--- config.mk ---
export PLATFORM = sky130hd
export DESIGN_NAME = key_conditioner
export DESIGN_NICKNAME = d
export VERILOG_FILES = /design/src/rtl/safe_pkg.sv /design/src/rtl/key_lane.sv /design/src/rtl/key_conditioner.sv
export SDC_FILE = /design/constraint.sdc
export NUM_CORES = 1
export LEC_CHECK = 0
export ABC_CLOCK_PERIOD_IN_PS = 2000
export CORE_ASPECT_RATIO = 1.75
export CORE_MARGIN = 10
export CORE_UTILIZATION = 46
export DETAILED_ROUTE_END_ITERATION = 8
export GPL_ROUTABILITY_DRIVEN = 0
export SLEW_MARGIN = 20
export SYNTH_ARGS = -nofsm -noshare
export SYNTH_HDL_FRONTEND = slang
export SYNTH_SLANG_ARGS = --single-unit
--- constraint.sdc ---
create_clock -name clk -period 2 [get_ports clk]
set_clock_uncertainty 0.2 [all_clocks]
set_input_delay 0.4 -clock clk [delete_from_list [all_inputs] [get_ports clk]]
set_output_delay 0.4 -clock clk [all_outputs]
set_load 0.05 [all_outputs]
--- src/rtl/safe_pkg.sv ---
// Shared constants for the safe front end.
// Lane indices, clock rate and default key timing.
package safe_pkg;

  localparam int KEY_RESET = 0;
  localparam int KEY_ENTER = 1;

  localparam int CLK_HZ = 50_000_000;

  localparam int DEF_N_KEYS          = 2;
  localparam int DEF_DEBOUNCE_CYCLES = 1_000_000;
  localparam int DEF_HOLD_CYCLES     = 50_000_000;

endpackage

--- src/rtl/key_lane.sv ---
// One pushbutton lane: 2-FF sync, debounce, hold timer.
// Emits a clean level plus press/release/hold pulses.
module key_lane
  import safe_pkg::*;
#(
  parameter int DEBOUNCE_CYCLES = DEF_DEBOUNCE_CYCLES,
  parameter int HOLD_CYCLES     = DEF_HOLD_CYCLES
) (
  input  logic clk,
  input  logic RESETN,
  input  logic key_n_raw_i,
  output logic key_level_o,
  output logic press_pulse_o,
  output logic release_pulse_o,
  output logic hold_pulse_o
);

  localparam int DB_W = $clog2(DEBOUNCE_CYCLES);
  localparam int HD_W = $clog2(HOLD_CYCLES + 1);

  localparam logic [DB_W-1:0] DB_LAST =
    DB_W'(DEBOUNCE_CYCLES - 1);
  localparam logic [HD_W-1:0] HD_MAX =
    HD_W'(HOLD_CYCLES);
  localparam logic [HD_W-1:0] HD_LAST =
    HD_W'(HOLD_CYCLES - 1);

  logic            sync1_q, sync2_q;
  logic            stable_q, stable_d;
  logic [DB_W-1:0] db_q, db_d;
  logic [HD_W-1:0] hold_q, hold_d;
  logic            press_q, press_d;
  logic            rel_q, rel_d;
  logic            holdp_q, holdp_d;
  logic            s;

  assign s = ~sync2_q;

  // Debounce and hold next-state; a release always wins over hold.
  always_comb begin
    stable_d = stable_q;
    db_d     = db_q;
    hold_d   = hold_q;
    press_d  = 1'b0;
    rel_d    = 1'b0;
    holdp_d  = 1'b0;
    if (s == stable_q) begin
      db_d = '0;
    end else if (db_q == DB_LAST) begin
      stable_d = s;
      db_d     = '0;
      press_d  = s;
      rel_d    = ~s;
    end else begin
      db_d = db_q + DB_W'(1);
    end
    if (rel_d) begin
      hold_d = '0;
    end else if (stable_q && hold_q != HD_MAX) begin
      hold_d  = hold_q + HD_W'(1);
      holdp_d = (hold_q == HD_LAST);
    end
  end

  // State and output flops; reset forces the released state.
  always_ff @(posedge clk) begin
    if (!RESETN) begin
      sync1_q  <= 1'b1;
      sync2_q  <= 1'b1;
      stable_q <= 1'b0;
      db_q     <= '0;
      hold_q   <= '0;
      press_q  <= 1'b0;
      rel_q    <= 1'b0;
      holdp_q  <= 1'b0;
    end else begin
      sync1_q  <= key_n_raw_i;
      sync2_q  <= sync1_q;
      stable_q <= stable_d;
      db_q     <= db_d;
      hold_q   <= hold_d;
      press_q  <= press_d;
      rel_q    <= rel_d;
      holdp_q  <= holdp_d;
    end
  end

  assign key_level_o     = stable_q;
  assign press_pulse_o   = press_q;
  assign release_pulse_o = rel_q;
  assign hold_pulse_o    = holdp_q;

endmodule

--- src/rtl/key_conditioner.sv ---
// Pushbutton front end: one independent key_lane per key.
// Only wiring lives here; all timing is inside key_lane.
module key_conditioner
  import safe_pkg::*;
#(
  parameter int N_KEYS          = DEF_N_KEYS,
  parameter int DEBOUNCE_CYCLES = DEF_DEBOUNCE_CYCLES,
  parameter int HOLD_CYCLES     = DEF_HOLD_CYCLES
) (
  input  logic              clk,
  input  logic              RESETN,
  input  logic [N_KEYS-1:0] key_n_raw,
  output logic [N_KEYS-1:0] key_level,
  output logic [N_KEYS-1:0] press_pulse,
  output logic [N_KEYS-1:0] release_pulse,
  output logic [N_KEYS-1:0] hold_pulse
);

  for (genvar g = 0; g < N_KEYS; g++) begin : g_lane
    key_lane #(
      .DEBOUNCE_CYCLES (DEBOUNCE_CYCLES),
      .HOLD_CYCLES     (HOLD_CYCLES)
    ) u_lane (
      .clk             (clk),
      .RESETN          (RESETN),
      .key_n_raw_i     (key_n_raw[g]),
      .key_level_o     (key_level[g]),
      .press_pulse_o   (press_pulse[g]),
      .release_pulse_o (release_pulse[g]),
      .hold_pulse_o    (hold_pulse[g])
    );
  end

endmodule

==> impl_metrics.csv, run 1 <==
group,metric,value,unit
routing,dr.pass1.iters,4,
clocking,htreeDepth,3,
clocking,clock_latency,0.35,ns
die,top_level_ports,12,
routing,drt_wl_total,12300,um
synthesis,synth_area_leaders,"dfxtp_1 (42%), xnor2_1 (4.9%), nor2_1 (4.9%)",
setup_path,start_kind,"register",
synthesis,synth-main-ff-cell,"dfxtp_1",
synthesis,synth_area_per_cell,8.54,um^2
setup_path,cp.arrival,2.22,ns
finish,final_cell_area,6640,um^2
hold_path,hp-class,"register to register",
finish,nFillCells,915,
routing,drtIter0Drc,189,
place,portBuffers,11,
timing,slew_viol_final,0,
place,placed_cell_area,5870,um^2
timing,fin_crit,2.13,ns
synthesis,synth_cells,586,
setup_path,r2r_slack,-0.13,ns
clocking,root_buffer,"clkbuf_16",
timing,setup_ws,-0.134,ns
status,violations,"setup timing",
routing,vias,4680,
timing,finalHoldViolations,0,
synthesis,ys_warn_count,0,
finish,nNetsFinal,693,
synthesis,yosysTopAreaCellShare,41.6,%
global_route,grt_use_total,15.5,%
power,p_leak,2.21,nW
global_route,grt_pass1_vias,4514,
power,peakVddDrop,591,uV
setup_path,cp.required,2.09,ns
clocking,clockBufferDepth,2,
die,num_rows,50,
timing,rsz0062_at_grt,"yes",
clocking,cts_sinks,104,
clocking,cts_tree,"built",
timing,fin_crit_sh,107,%
synthesis,seq_area_frac_synth,41.6,%
die,die_area,15600,um^2
setup_path,r2r_cells,4,
global_route,grt_pass1_wl,20400,um
finish,area_growth,32.5,%
finish,diodes,0,
synthesis,synth_area,5010,um^2
setup_path,r2r_end,"g_lane[0].u_lane.hold_pulse_o",
timing,slew_headroom,71.9,%
routing,routed_via_density,5.72,
hold_path,hold_end,"g_lane[1].u_lane.sync2_q",
global_route,antenna_found_initial,0,
finish,multi_input_area,2960,um^2
global_route,globalRoute.totalOverflow,0,
routing,postRouteAntennaNets,0,
synthesis,async_flop_share,0,%
clocking,numCtsBuffers,9,
synthesis,synth_edf_count,0,
setup_path,crit_path_end_kind,"register",
finish,drive_above_1_share,30.5,%
place,dp_hpwl,8620,um
die,start_util,46.8,%
power,powerDensity,595,nW/um^2
synthesis,syn_nets,596,
synthesis,ys_ff_latch,104,
die,die_x,98.9,um
die,core-area,10700,um^2
finish,final_common_cell,"buf_4",
clocking,clk_pin_slew,0.07,ns
finish,ff_latch_area,2100,um^2
status,status,"finished, violations left",
setup_path,crit_type,"register to register",
timing,tightest_slew,0.417,ns
die,fp.dieH,158,um
synthesis,synth_cell_type_count,48,
routing,wire_per_inst,15.0,um
global_route,grt_max_degree,25,
timing,finalSetupViolations,15,
routing,drc_errors,0,
finish,mostFrequentLayoutCells,"buf_4 (91), dfxtp_1 (87), nor2_1 (61), nand3_1 (35), nand2_1 (29)",
timing,clock.fmax,469,MHz
setup_path,timing.rr.start,"g_lane[0].u_lane.hold_q[8]",
synthesis,synth_area_leader_cell,"dfxtp_1",
hold_path,hp-start,"g_lane[1].u_lane.sync1_q",
setup_path,worstSetupStartpoint,"g_lane[0].u_lane.hold_q[8]",
job,drv_cap,0,
hold_path,whs_path_depth,1,
timing,finalSetupTns,-0.543,ns
setup_path,crit_fanout,3,
worst max-delay path by stage:
| stage | end | slack, ns | cells after the start |
|---|---|---|---|
| detailed placement | g_lane[0].u_lane.hold_pulse_o | -0.15 | 4 |
| finish | g_lane[0].u_lane.hold_pulse_o | -0.13 | 4 |
| floorplan | g_lane[0].u_lane.hold_pulse_o | -0.06 | 4 |
| CTS | g_lane[0].u_lane.hold_pulse_o | -0.13 | 4 |
| global route | g_lane[0].u_lane.hold_pulse_o | -0.19 | 4 |
| global placement | g_lane[0].u_lane.hold_pulse_o | -0.10 | 4 |
Yosys cell counts, drive strengths merged (2+ instances only):
library cell / n
a21oi: 40
and2: 6
and3: 12
and4: 11
buf: 21
clkbuf: 9
dfxtp: 104
ha: 6
inv: 21
mux2i: 7
nand2: 32
nand2b: 4
nand3: 36
nand4: 29
nor2: 66
nor3: 12
nor4: 11
nor4b: 3
o211ai: 11
o21ai: 24
o221ai: 2
o31a: 2
o31ai: 19
or3: 21
or4: 24
or4b: 2
xnor2: 28
xor2: 14
metrics by stage:
stage / setup slack, ns / power (mW) / cells / hold slack [ns] / utilization, %
finish: -0.134 / 3.95 / 818 / 0.212 / 62.0
global placement: -0.101 / 2.20 / 785 / 0.199 / 54.9
floorplan: -0.0587 / 2.17 / 586 / 0.186 / -
global route: -0.189 / 4.08 / 818 / 0.231 / 62.0
detailed placement: -0.149 / 2.20 / 785 / 0.199 / 54.9
CTS: -0.133 / 3.99 / 816 / 0.216 / 60.1
state kept, by name, indices dropped and copies added (netlist names):
signal and flops:
g_lane.u_lane.release_pulse_o 2, g_lane.u_lane.sync2_q 2, g_lane.u_lane.db_q 40, g_lane.u_lane.hold_q 52
g_lane.u_lane.sync1_q 2, g_lane.u_lane.hold_pulse_o 2, g_lane.u_lane.press_pulse_o 2, g_lane.u_lane.key_level_o 2
where the power goes:
part / total, mW / internal, mW / switching, mW
clock network: 1.77 / 0.976 / 0.795
registers: 2.08 / 2.07 / 0.00243
logic: 0.102 / 0.0512 / 0.0506
routing by layer:
metal,vias to the layer above,wire length (um),track usage (%),share of wire (%)
met5,-,0,0,0
met4,0,242,5.28,2.0
met3,19,248,2.40,2.0
met2,52,6940,30.9,57
met1,2275,4830,15.4,39
li1,2334,-,-,-
area by class of cell:
class	count	share of cell area (%)
Multi-Input combinational cell	432	44.7
Sequential cell	104	31.7
Timing Repair Buffer	115	15.5
Clock buffer	10	3.45
Tap cell	130	2.45
Inverter	21	1.19
Clock inverter	6	1.06
worst max-delay path, stage by stage (launching register included):
cell and delay (ns):
dfxtp_2 0.33, or4b_4 0.54, or4_4 0.44, or4_4 0.49, nor2_2 0.08
timing repair:
item / 4_1_cts / 5_1_grt
gates resized for setup: 32 / 48
endpoints found under the setup margin: 71 / 78
hold buffers: 0 / 0
cloned: 3 / 0
setup buffers: 12 / 3
pin swaps: 14 / 16
kinds of logic after synthesis:
kind of cell               count (synthesis)  synth area share (%)
DFF                                      104                  41.6
buffers and inverters                     51                  5.12
AOI/OAI and AO/OA                        102                  12.6
muxes                                      7                  1.40
adders and majority gates                  6                  1.50
and+or+nand+nor                          274                  30.5
xor gates and xnor gates                  42                  7.35
(Power assumes the default switching activity.)
==> inputs of run 2 (changes only) <==
--- a/config.mk
+++ b/config.mk
@@ -11,6 +11,7 @@
 export CORE_UTILIZATION = 46
 export DETAILED_ROUTE_END_ITERATION = 8
 export GPL_ROUTABILITY_DRIVEN = 0
+export PLACE_DENSITY = 0.73
 export SLEW_MARGIN = 20
 export SYNTH_ARGS = -nofsm -noshare
 export SYNTH_HDL_FRONTEND = slang
==> impl_metrics.csv, run 2 (synthesis gave the netlist of run 1 again) <==
group,metric,value,unit
timing,slew_headroom,71.8,%
timing,finalHoldViolations,0,
timing,setup_ws,-0.105,ns
setup_path,cp.arrival,2.20,ns
clocking,clockBufferDepth,2,
status,status,"finished, violations left",
routing,wire_per_inst,14.9,um
global_route,grt_use_total,14.7,%
finish,area_growth,28.6,%
routing,postRouteAntennaNets,0,
setup_path,crit_slowest_cell,"or4b_1",
global_route,grt_pass1_wl,19600,um
clocking,cts_sinks,104,
setup_path,crit_path_end_kind,"register",
setup_path,crit_type,"register to register",
routing,dr.pass1.iters,5,
global_route,grt_pass1_vias,4529,
global_route,antenna_found_initial,0,
routing,drc_errors,0,
routing,routed_via_density,5.85,
die,top_level_ports,12,
finish,multi_input_area,2910,um^2
clocking,htreeDepth,3,
finish,mostFrequentLayoutCells,"dfxtp_1 (84), buf_4 (78), nor2_1 (57), nand3_1 (35), nand2_1 (31)",
power,powerDensity,604,nW/um^2
global_route,globalRoute.totalOverflow,0,
setup_path,cp_cell_sequence,"or4b_1 -> or4_4 -> or4_4 -> nor2_2",
clocking,root_buffer,"clkbuf_16",
finish,largest_reg_flops,52,
finish,nFillCells,910,
place,portBuffers,11,
die,die_area,15600,um^2
clocking,clk_pin_slew,0.07,ns
die,num_rows,50,
die,core-area,10700,um^2
setup_path,cpLargestDelayFamily,"simple AND/OR/NAND/NOR gates",
finish,final_core_util,60.2,%
setup_path,start_kind,"register",
timing,rsz0062_at_grt,"yes",
power,power,3.89,mW
timing,fin_crit_sh,105,%
power,p_leak,2.09,nW
clocking,numCtsBuffers,9,
routing,drtIter0Drc,155,
routing,vias,4669,
die,die_x,98.9,um
job,drv_cap,0,
setup_path,cp.required,2.09,ns
timing,finalSetupViolations,30,
setup_path,cp_slowest_stage_delay,0.51,ns
clocking,cts_tree,"built",
setup_path,crit_fanout,3,
finish,nNetsFinal,673,
timing,tightest_slew,0.416,ns
setup_path,cpMostUsedCell,"or4_4",
finish,top_register,"g_lane.u_lane.hold_q",
status,violations,"setup timing",
power,peakVddDrop,470,uV
routing,drt_wl_total,11900,um
die,fp.dieH,158,um
die,start_util,46.8,%
place,dp_hpwl,8380,um
hold_path,hp-class,"register to register",
finish,diodes,0,
timing,clock.fmax,475,MHz
global_route,grt_max_degree,25,
timing,slew_viol_final,0,
timing,fin_crit,2.11,ns
clocking,clock_latency,0.35,ns
finish,reg_top3,"g_lane.u_lane.hold_q x52, g_lane.u_lane.db_q x40",
finish,drive_above_1_share,28.1,%
finish,final_common_cell,"dfxtp_1",
setup_path,cp.buffers_inverters,0,
finish,ff_latch_area,2110,um^2
==> run 2: cell types whose count changed in the layout (fill, tap and decap cells not counted), moves of 4 or more <==
cell     previous run  this run
a21oi_1            28        19
a21oi_2            12        21
buf_4              91        78
buf_6              13         4
nor2_1             61        57
nor2_4              2         6
or3_1              16        20
or3_4               5         1
==> run 2: final cells by class <==
| cell class | instances | share of cell area (%) |
|---|---|---|
| sequential | 104 | 32.7 |
| inverter | 21 | 1.22 |
| tap | 130 | 2.53 |
| timing repair buffer | 96 | 13.9 |
| clock buffer | 10 | 3.71 |
| multi-input combinational | 431 | 45.2 |
| clock inverter | 6 | 0.796 |
==> run 2: final timing paths <==
| kind | start | slack [ns] | endpoint | cells past startpoint |
|---|---|---|---|---|
| setup / recovery | g_lane[0].u_lane.hold_q[8] | -0.11 | g_lane[0].u_lane.hold_pulse_o | 4 |
| setup reg to reg | g_lane[0].u_lane.hold_q[8] | -0.11 | g_lane[0].u_lane.hold_pulse_o | 4 |
| hold / removal | g_lane[1].u_lane.sync1_q | 0.23 | g_lane[1].u_lane.sync2_q | 1 |
| hold reg to reg | g_lane[1].u_lane.sync1_q | 0.23 | g_lane[1].u_lane.sync2_q | 1 |
==> run 2: layer usage <==
metal	GRT usage [%]	share of wire, %	up-vias
met5	0	0	-
met4	8.02	3.1	0
met3	2.66	2.5	32
met2	28.2	56	74
met1	14.2	38	2267
li1	-	-	2296
==> run 2: where the power goes <==
part	switching [mW]	internal, mW	total [mW]
sequential	0.00278	2.07	2.08
clock	0.817	0.897	1.71
combinational	0.0527	0.0484	0.101
==> run 2: metrics by stage <==
stage                     area (um^2)  std cells  hold slack, ns  setup WS (ns)  TNS [ns]
after floorplan                  5130        586           0.186        -0.0587   -0.0587
after global placement           5760        770           0.204        -0.0761    -0.422
after detailed placement         5760        770           0.204         -0.161     -1.95
after CTS                        6190        792           0.220         -0.110    -0.479
after global routing             6440        798           0.241         -0.143     -4.26
final                            6440        798           0.229         -0.105     -1.68
==> run 2: repair_timing <==
item | in CTS | in global routing
hold buffers | 0 | 0
resized for setup | 16 | 54
endpoints found under the setup margin | 62 | 91
setup buffers | 5 | 6
pin swaps | 9 | 17
gates cloned | 1 | 2
==> inputs of run 3 (changes only) <==
--- a/config.mk
+++ b/config.mk
@@ -10,7 +10,7 @@
 export CORE_MARGIN = 10
 export CORE_UTILIZATION = 46
 export DETAILED_ROUTE_END_ITERATION = 8
-export GPL_ROUTABILITY_DRIVEN = 0
+export GPL_ROUTABILITY_DRIVEN = 1
 export PLACE_DENSITY = 0.73
 export SLEW_MARGIN = 20
 export SYNTH_ARGS = -nofsm -noshare
==> results of run 3 <==
No change in the layout: final DEF, timing and power equal those of run 2.
==> RTL change: new RTL, settings of run 2 <==
Take the reset off `db_q` and load it in a clocked block of its own.
--- a/src/rtl/key_lane.sv
+++ b/src/rtl/key_lane.sv
@@ -70,3 +70,2 @@
       stable_q <= 1'b0;
-      db_q     <= '0;
       hold_q   <= '0;
@@ -79,3 +78,2 @@
       stable_q <= stable_d;
-      db_q     <= db_d;
       hold_q   <= hold_d;
@@ -85,2 +83,6 @@
     end
+  end
+
+  always_ff @(posedge clk) begin
+    db_q <= db_d;
   end
Formal check against the unedited RTL: same outputs for any inputs over 10 cycles, from zero or initial values and one cycle with RESETN low; that may be too few to reach the edited logic, so the function may still have changed.
==> RTL change against run 2 <==
The run still ends with setup timing left. Sequential share of layout area rose by 2.4 points. Area after synthesis fell by 5.9%. Power fell by 0.73%. Sequential cell count did not move. Sequential power barely moved. Combinational power rose by 4%. Non-clock buffer count fell by 19. Worst setup slack improved by 10 ps. Wire length fell by 9.7%. Cell area fell by 7.6%. Critical path type unchanged. Largest cell class unchanged.
==> RTL change: results (changes against run 2) <==
* DRT Pass-1 Iters at 4 (-1)
* Post-Synthesis Cells at 533 (-9.0%)
* Setup violators final at 64 (+110%)
* Setup bufs post-CTS at 0 (-5)
* Crit-path max cell delay at 540 ps (+30 ps)
* Status: finished with violations
* Inverters excl. clock at 11 (-48%)
* DR iter-0 viols at 178 (+15%)
* Met3 usage at 3.36% (+0.70 points)
* Worst setup margin at -94.8 ps (+10.4 ps)
* First-pass GRT wire length at 16700 um (-14%)
* Setup TNS Final at -3190 ps (-1510 ps)
* Multi-input combinational area share at 44.5% (-0.66 points)
* Crit Path Max Fanout at 14 (+11)
* Fill cell count at 863 (-5.2%)
* Failing checks: setup timing
* Metal2 WL at 5890 um (-12%)
* Multi-In Gates at 396 (-8.1%)
* CP arrival at 2130 ps (-70 ps)
* Post-synthesis adder-cell area fraction at 1.59% (+0.094 points)
* VDD IR max at 497 uV (+5.7%)
* Vias at 3970 (-15%)
* Dpl cells at 706 (-8.3%)
* DP Wirelength at 7100 um (-15%)
* Worst slew pin tran at 499 ps (+82.3 ps)
## RTL change: final timing paths
| path | end | startpoint | slack [ps] | depth (start not counted) |
|---|---|---|---|---|
| max | g_lane[0].u_lane.hold_pulse_o$_SDFF_PP0_ | g_lane[0].u_lane.db_q[12]$_SDFF_PP0_ | -90 | 6 |
| min | g_lane[1].u_lane.sync2_q$_SDFF_PN1_ | g_lane[1].u_lane.sync1_q$_SDFF_PN1_ | 220 | 1 |
| max reg2reg | g_lane[0].u_lane.hold_pulse_o$_SDFF_PP0_ | g_lane[0].u_lane.db_q[12]$_SDFF_PP0_ | -90 | 6 |
| min reg2reg | g_lane[1].u_lane.sync2_q$_SDFF_PN1_ | g_lane[1].u_lane.sync1_q$_SDFF_PN1_ | 220 | 1 |
## RTL change: where the power goes
part           leakage (nW)  total [mW]  internal (mW)  switching (mW)
Combinational          1.08       0.105         0.0500          0.0554
Clock                 0.119        1.68          0.877           0.801
Sequential            0.842        2.08           2.07         0.00416
